==> src/rtl/uart_rx_frame.sv <==
// uart_rx_frame: UART receive framer. Synchronizes the serial line, times
// each bit with a full/half-bit counter, samples data at mid-bit, checks the
// stop bit and emits each word with a one-cycle rx_valid strobe.
// Optional feature macro: UART_RX_PARITY_EN adds one parity bit per frame.
module uart_rx_frame #(
   parameter int CLKS_PER_BIT = 434,
   parameter int HALF_BIT     = 217,
   parameter int DATA_BITS    = 8,
   parameter int PARITY_ODD   = 0
) (
   input  logic                 clk,
   input  logic                 reset,
   input  logic                 rx_serial,
   output logic [DATA_BITS-1:0] rx_data,
   output logic                 rx_valid,
   output logic                 framing_error,
   output logic                 parity_error,
   output logic                 rx_busy
);

   localparam int TW = $clog2(CLKS_PER_BIT);
   localparam int BW = $clog2(DATA_BITS);
   localparam logic [TW-1:0] HALF_M1  = TW'(HALF_BIT - 1);
   localparam logic [TW-1:0] FULL_M1  = TW'(CLKS_PER_BIT - 1);
   localparam logic [BW-1:0] LAST_IDX = BW'(DATA_BITS - 1);
   localparam logic          PAR_SENSE = 1'(PARITY_ODD);

   typedef enum logic [2:0] {
      S_IDLE,
      S_START,
      S_DATA,
`ifdef UART_RX_PARITY_EN
      S_PARITY,
`endif
      S_STOP
   } state_t;

   state_t               state, state_nxt;
   logic                 sync1, sync2;
   logic                 armed;
   logic [TW-1:0]        tmr;
   logic [BW-1:0]        bit_idx;
   logic [DATA_BITS-1:0] shreg;
   logic                 data_smp, stop_smp;

   assign rx_busy = (state != S_IDLE);

   // two-flop synchronizer; idles high so reset does not look like a start bit
   always_ff @(posedge clk or posedge reset) begin
      if (reset) begin
         sync1 <= 1'b1;
         sync2 <= 1'b1;
      end else begin
         sync1 <= rx_serial;
         sync2 <= sync1;
      end
   end

   // state register
   always_ff @(posedge clk or posedge reset) begin
      if (reset) state <= S_IDLE;
      else       state <= state_nxt;
   end

   // next-state and sample strobes; every state leaves on an equality compare
   always_comb begin
      state_nxt = state;
      data_smp  = 1'b0;
      stop_smp  = 1'b0;
      case (state)
         S_IDLE:
            if (armed && !sync2) state_nxt = S_START;
         S_START:
            if (tmr == HALF_M1) state_nxt = sync2 ? S_IDLE : S_DATA;
         S_DATA:
            if (tmr == FULL_M1) begin
               data_smp = 1'b1;
`ifdef UART_RX_PARITY_EN
               if (bit_idx == LAST_IDX) state_nxt = S_PARITY;
`else
               if (bit_idx == LAST_IDX) state_nxt = S_STOP;
`endif
            end
`ifdef UART_RX_PARITY_EN
         S_PARITY:
            if (tmr == FULL_M1) state_nxt = S_STOP;
`endif
         S_STOP:
            if (tmr == FULL_M1) begin
               stop_smp  = 1'b1;
               state_nxt = S_IDLE;
            end
         default: state_nxt = S_IDLE;
      endcase
   end

   // bit timer: restarts on each state entry and after each data sample
   always_ff @(posedge clk or posedge reset) begin
      if (reset)
         tmr <= '0;
      else if (state == S_IDLE || state_nxt != state || data_smp)
         tmr <= '0;
      else
         tmr <= tmr + 1'b1;
   end

   // arm: a new start edge is only accepted after the line has been seen high
   always_ff @(posedge clk or posedge reset) begin
      if (reset)
         armed <= 1'b1;
      else if (state != S_IDLE && state_nxt == S_IDLE)
         armed <= 1'b0;
      else if (state == S_IDLE && sync2)
         armed <= 1'b1;
   end

   // data path: bit counter and LSB-first shift register
   always_ff @(posedge clk or posedge reset) begin
      if (reset) begin
         bit_idx <= '0;
         shreg   <= '0;
      end else begin
         if (state == S_START && state_nxt == S_DATA)
            bit_idx <= '0;
         else if (data_smp)
            bit_idx <= bit_idx + 1'b1;
         if (data_smp)
            shreg <= {sync2, shreg[DATA_BITS-1:1]};
      end
   end

   // output word and framing flag, updated only with the strobe
   always_ff @(posedge clk or posedge reset) begin
      if (reset) begin
         rx_data       <= '0;
         rx_valid      <= 1'b0;
         framing_error <= 1'b0;
      end else begin
         rx_valid <= 1'b0;
         if (stop_smp) begin
            rx_data       <= shreg;
            rx_valid      <= 1'b1;
            framing_error <= ~sync2;
         end
      end
   end

`ifdef UART_RX_PARITY_EN
   logic par_bit;

   // capture parity bit, then compare against the word at the stop sample
   always_ff @(posedge clk or posedge reset) begin
      if (reset) begin
         par_bit      <= 1'b0;
         parity_error <= 1'b0;
      end else begin
         if (state == S_PARITY && tmr == FULL_M1)
            par_bit <= sync2;
         if (stop_smp)
            parity_error <= par_bit ^ (^shreg) ^ PAR_SENSE;
      end
   end
`else
   logic unused_par;
   assign unused_par   = PAR_SENSE;
   assign parity_error = 1'b0;
`endif

endmodule

==> config.mk <==
export PLATFORM = sky130hd
export DESIGN_NAME = uart_rx_frame
export DESIGN_NICKNAME = d
export VERILOG_FILES = /design/src/rtl/uart_rx_frame.sv
export SDC_FILE = /design/constraint.sdc
export NUM_CORES = 1
export LEC_CHECK = 0
export ABC_AREA = 0
export CORE_UTILIZATION = 40
export DETAILED_ROUTE_END_ITERATION = 7
export PLACE_DENSITY_LB_ADDON = 0.1
export SLEW_MARGIN = 0
export SYNTH_ARGS = -nofsm -noshare
export SYNTH_HDL_FRONTEND = slang
export SYNTH_SLANG_ARGS = --single-unit
==> constraint.sdc <==
create_clock -name clk -period 1.9 [get_ports clk]
set_input_delay 0.19 -clock clk [delete_from_list [all_inputs] [get_ports clk]]
set_output_delay 0.19 -clock clk [all_outputs]
set_load 0.01 [all_outputs]
==> results of run 1 <==
-- sequential cells by signal (all words and copies together) (netlist names) --
name / cells
shreg: 8
bit_idx: 3
armed: 1
state: 3
framing_error: 1
sync2: 1
rx_valid: 1
tmr: 9
rx_data: 8
sync1: 1
-- worst max-delay path: stages (launching register included) --
cell and delay, ps:
dfrtp_1 410, inv_2 90, ha_4 120, nand4bb_1 120, buf_4 170, nor4_4 250
buf_6 170, mux2_2 330
-- area by class of cell --
class,count,share of cell area
clock inverters,1,0.00369
clock buffers,7,0.0424
inverters,8,0.0148
flip-flops and latches,36,0.445
repair buffers,27,0.117
well taps,48,0.0295
multi-input cells,84,0.347
-- per-layer routing --
layer  share of wire  GRT usage  routed length, microns
met5               0          0                       0
met2            0.51      0.272                    1500
met4           0.026      0.101                      78
met3           0.029     0.0448                      86
met1            0.43      0.179                    1280
-- logic make-up (layout without fill, tap and decap cells) --
logic type | after synthesis | after routing
mux | 18 | 18
buf+inv | 12 | 43
xor+xnor | 8 | 8
simple gates | 40 | 40
fa+ha+maj | 5 | 5
compound gates | 11 | 11
flops | 36 | 36
other cells | 1 | 2
-- layout by cell type (no fill, tap or decap), drive strengths merged, types with 2 or more instances in the layout --
cell	n
xor2	2
dfstp	3
clkdlybuf4s50	13
dfrtp	33
inv	8
mux2	16
a31oi	2
a21o	2
nand3	3
conb	2
nor2	14
buf	14
xnor2	6
mux2i	2
clkbuf	7
ha	5
o21ai	5
nor3	4
nand4	2
nand2	3
nand4b	2
-- what timing repair did --
item,CTS,global route
gates resized for setup,0,10
endpoints found under the setup margin,0,8
setup buffers,0,5
-- where the power goes --
group	switching, mW	leakage [nW]	internal, mW
Clock	0.260	0.0445	0.294
Sequential	0.0103	0.488	0.778
Combinational	0.0294	0.399	0.0199
Total	0.300	0.932	1.09
-- worst max path at each step --
stage | startpoint | end | slack, ps
after floorplan | tmr[1] | rx_data[0] | 150
after global placement | tmr[1] | rx_data[0] | 160
after detailed placement | tmr[1] | shreg[5] | 120
after CTS | state[1] | rx_busy | 110
after global routing | tmr[1] | shreg[3] | -0.5
final | tmr[1] | shreg[3] | 110
-- stage by stage --
| step | std cells | hold slack [ps] | util | instance area [sq um] | power [mW] |
|---|---|---|---|---|---|
| after floorplan | 132 | 194 | - | 1630 | 0.831 |
| after global placement | 197 | 346 | 0.494 | 1860 | 0.849 |
| after detailed placement | 197 | 347 | 0.494 | 1860 | 0.852 |
| after CTS | 205 | 224 | 0.519 | 1960 | 1.41 |
| after global routing | 211 | 257 | 0.539 | 2030 | 1.44 |
| final | 211 | 215 | 0.539 | 2030 | 1.39 |
==> results.toml, run 1 <==
[layout]
syn_to_final_growth_pct = 24.8
drive_gt1_frac = 0.301
multi_input_area_sq_um = 706
fill_cells = 337
n_antenna_cell = 0
seq_area_sq_um = 906
nets = 170

[grt]
grt_max_degree = 24
track_usage = 0.162
grt_pass1_wl_microns = 5100
grt_pass1_vias = 1154
grt_overflow_total = 0
antenna_found_initial = 0

[die]
rows = 22
core_sq_um = 3770
io_pins = 15
die_x_microns = 65.8
start_util = 0.432
die_y_microns = 65.8
die_area_sq_um = 4330

[logic_synthesis]
ys.flop_type = "dfrtp_1"
synth_top_cells_by_count = "dfrtp_1 (33), nor2_1 (14), mux2_2 (9)"
synth-async-reset-ratio = 1.00
synth-seq-cells = 36
synthCells = 131
yosys.area_share.simple = 0.146
synth_compound_gate_area_share = 0.0407
synth_adder_area_share = 0.0384
synth_top_cell_area_share = 0.507
yosysTopAreaCell = "dfrtp_1"
synth_top_family_by_area = "simple AND/OR/NAND/NOR gates"
synth-xor-area-share = 0.0430
avgSynthCellArea_sq_um = 12.4
synth.area.top_cells = "dfrtp_1 (51%), mux2_4 (6.4%), mux2_2 (6.2%)"
synth_cell_types = 37
yosysWarnings = 0
yosysSeqAreaShare = 0.555
syn_area_sq_um = 1630
synth_most_common_cell = "dfrtp_1"
synth-edff-count = 0
synthMuxAreaShare = 0.139

[placement]
gp_congestion = 0.839
dpl_worst_slack_ps = 119
dp_hpwl_microns = 2120
io_buffers = 13

[sta]
max_freq_mhz = 559
skew_ps = 9.43
fin_ws_ps = 111
min_period_ps = 1790
fin_setup_tns_ps = 0
fin_crit_sh = 0.941
slew_violations = 0
setup_viol = 0
finalHoldViolCount = 0

[setup_path]
ff2ff_setup_slack_ps = 110
start_kind = "flop"
r2r-end = "shreg[3]"
rr_startpoint = "tmr[1]"
arrival_ps = 1960
path_class = "flop to flop"
crit_path_end_kind = "flop"
rr_worst_depth = 7
critical_path.max_fanout = 6
cp.required_ps = 2070

[detailed_routing]
wl_per_cell_microns = 14.0
totalWireLength_microns = 2950
route.vias.total = 1056
avgViaCountPerCell = 5.00
drt_first_pass_iters = 4
drc = 0
ant_nets = 0
drt_iter0_markers = 51

[clock_tree]
ctsHoldBuffers = 0
cts_tree = "yes"
numCtsBuffers = 5
root_buffer = "clkbuf_8"
ctsLongestPathBuffers = 2
ctsHtreeMaxLevel = 2
clkLatencyLatePin_ps = 290
cts.clk_slew.worst_paths_ps = 70
cts.sinks = 36

[pwr]
power_density_nw_per_um2 = 684
leakage_nw = 0.932
ir_drop_mv = 0.401

[job]
cap_violations = 0

[worst_hold_path]
hold_path_class = "input port to asynchronous set/reset pin"

[status]
status = "finished clean"
No activity file was read; power rests on OpenSTA's default activity.
==> inputs of run 2 (changes only) <==
--- a/config.mk
+++ b/config.mk
@@ -9,6 +9,7 @@
 export CORE_UTILIZATION = 40
 export DETAILED_ROUTE_END_ITERATION = 7
 export PLACE_DENSITY_LB_ADDON = 0.1
+export REMOVE_ABC_BUFFERS = 1
 export SLEW_MARGIN = 0
 export SYNTH_ARGS = -nofsm -noshare
 export SYNTH_HDL_FRONTEND = slang
==> run 2 against run 1 <==
- power fell by 4.3%
- die area did not move
- hold slack improved by 81 ps
- sequential share of layout area grew 1.7 points
- critical path type is now flop to primary output
- largest cell class unchanged
- highest routed layer unchanged
==> results.toml, run 2 (synthesis gave the netlist of run 1 again) <==
[detailed_routing]
drc = 0
drt_iter0_markers = 40
wl_per_cell_microns = 13.9
totalWireLength_microns = 2840
ant_nets = 0
drt_first_pass_iters = 4
avgViaCountPerCell = 5.00
route.vias.total = 1025

[sta]
fin_setup_tns_ps = 0
hold_ws_ps = 296
setup_viol = 0
skew_ps = 5.58
finalHoldViolCount = 0
fin_crit_sh = 0.951
min_period_ps = 1810
max_freq_mhz = 553
rsz0062_at_grt = "false"
slew_violations = 0

[setup_path]
rr_startpoint = "tmr[1]"
path_cells = "nor3_1, inv_1, clkdlybuf4s50_1"
critical_path.max_fanout = 8
path_buf_inv = 2
start_kind = "flop"
cp.required_ps = 1710
slowest_stage = "dfrtp_1"
path_class = "flop to primary output"
max_stage_delay_ps = 480
crit_path_end_kind = "primary output"
startpoint = "state[0]"
cp_top_family = "buffers and inverters"
arrival_ps = 1620

[placement]
gp_congestion = 0.853
dp_hpwl_microns = 1970
io_buffers = 13

[clock_tree]
ctsHoldBuffers = 0
numCtsBuffers = 5
ctsLongestPathBuffers = 2
cts_tree = "yes"
clkLatencyLatePin_ps = 280
ctsHtreeMaxLevel = 2
cts.sinks = 36
cts_resized = 0
cts.clk_slew.worst_paths_ps = 70
post_cts_buffers = 0
root_buffer = "clkbuf_8"

[grt]
grt_pass1_wl_microns = 4820
grt_overflow_total = 0
grt_pass1_vias = 1061
track_usage = 0.154
antenna_found_initial = 0
grt_max_degree = 37

[pwr]
internal_power_mw = 1.05
ir_drop_mv = 0.389
comb_power_share = 0.037
leakage_nw = 0.902
clockPowerShare = 0.372
power_density_nw_per_um2 = 681
p_switching_mw = 0.286
seq_power_share = 0.591
switching_share = 0.215

[die]
die_y_microns = 65.8
io_pins = 15
rows = 22
die_area_sq_um = 4330
start_util = 0.432
core_sq_um = 3770
die_x_microns = 65.8

[layout]
nets = 165
final_cell_mix = "dfrtp_1 (33), nor2_1 (14), clkdlybuf4s50_1 (13)"
syn_to_final_growth_pct = 20.0
top_register = "tmr"
fin_util = 0.519
largest_reg_flops = 9
reg_top3 = "tmr: 9 flops, rx_data: 8 flops, shreg: 8 flops"
drive_gt1_frac = 0.255
layout_commonest_cell = "dfrtp_1"
n_antenna_cell = 0

[job]
cap_violations = 0

[status]
status = "finished clean"

[worst_hold_path]
hold_path_class = "input port to asynchronous set/reset pin"
run 2: final timing paths:
| path | endpoint | slack, ps | cells past startpoint |
|---|---|---|---|
| worst min-delay path | rx_data[1] | 300 | 3 |
| max in group asynchronous | sync2 | 1260 | 3 |
| worst min register to register | sync2 | 360 | 0 |
| min in group clk | sync1 | 310 | 1 |
| worst max-delay path | rx_busy | 90 | 3 |
| worst max register to register | rx_data[4] | 110 | 5 |
run 2: power by group through the flow:
| stage | Combinational, mW | Sequential, mW | Clock, mW |
|---|---|---|---|
| 2_1_floorplan | 0.0316 | 0.798 | 0 |
| 6_report | 0.0488 | 0.787 | 0.496 |
| 3_5_place_dp | 0.0509 | 0.801 | 0 |
| 3_3_place_gp | 0.0492 | 0.800 | 0 |
| 4_1_cts | 0.0509 | 0.786 | 0.522 |
| 5_1_grt | 0.0570 | 0.788 | 0.549 |
run 2: cell type report:
| type | instances | area, sq um |
|---|---|---|
| clock inverter | 1 | 5.00 |
| inverter | 8 | 30.0 |
| fill | 324 | 1820 |
| sequential | 36 | 905 |
| timing repair buffer | 22 | 198 |
| multi-input combinational | 84 | 686 |
| clock buffer | 6 | 72.6 |
| tap | 48 | 60.1 |
run 2: stage by stage:
step	area [sq um]	power (mW)	setup WS, ps	cells
4_1_cts	1940	1.36	76.4	204
6_report	1960	1.33	93.1	205
3_3_place_gp	1860	0.850	153	197
2_1_floorplan	1610	0.829	-622	128
5_1_grt	1960	1.39	3.63	205
3_5_place_dp	1860	0.852	89.0	197
run 2: tightest hold or removal path, cell delays in order:
cell and delay [ps]:
clkdlybuf4s50_1 390, inv_1 50, buf_4 380
run 2: routing by layer:
layer | vias up | global-route usage | share of wire
met1 | 510 | 0.181 | 0.48
met4 | 0 | 0.0734 | 0.019
met5 | - | 0 | 0
li1 | 498 | - | -
met3 | 5 | 0.0586 | 0.034
met2 | 12 | 0.246 | 0.46
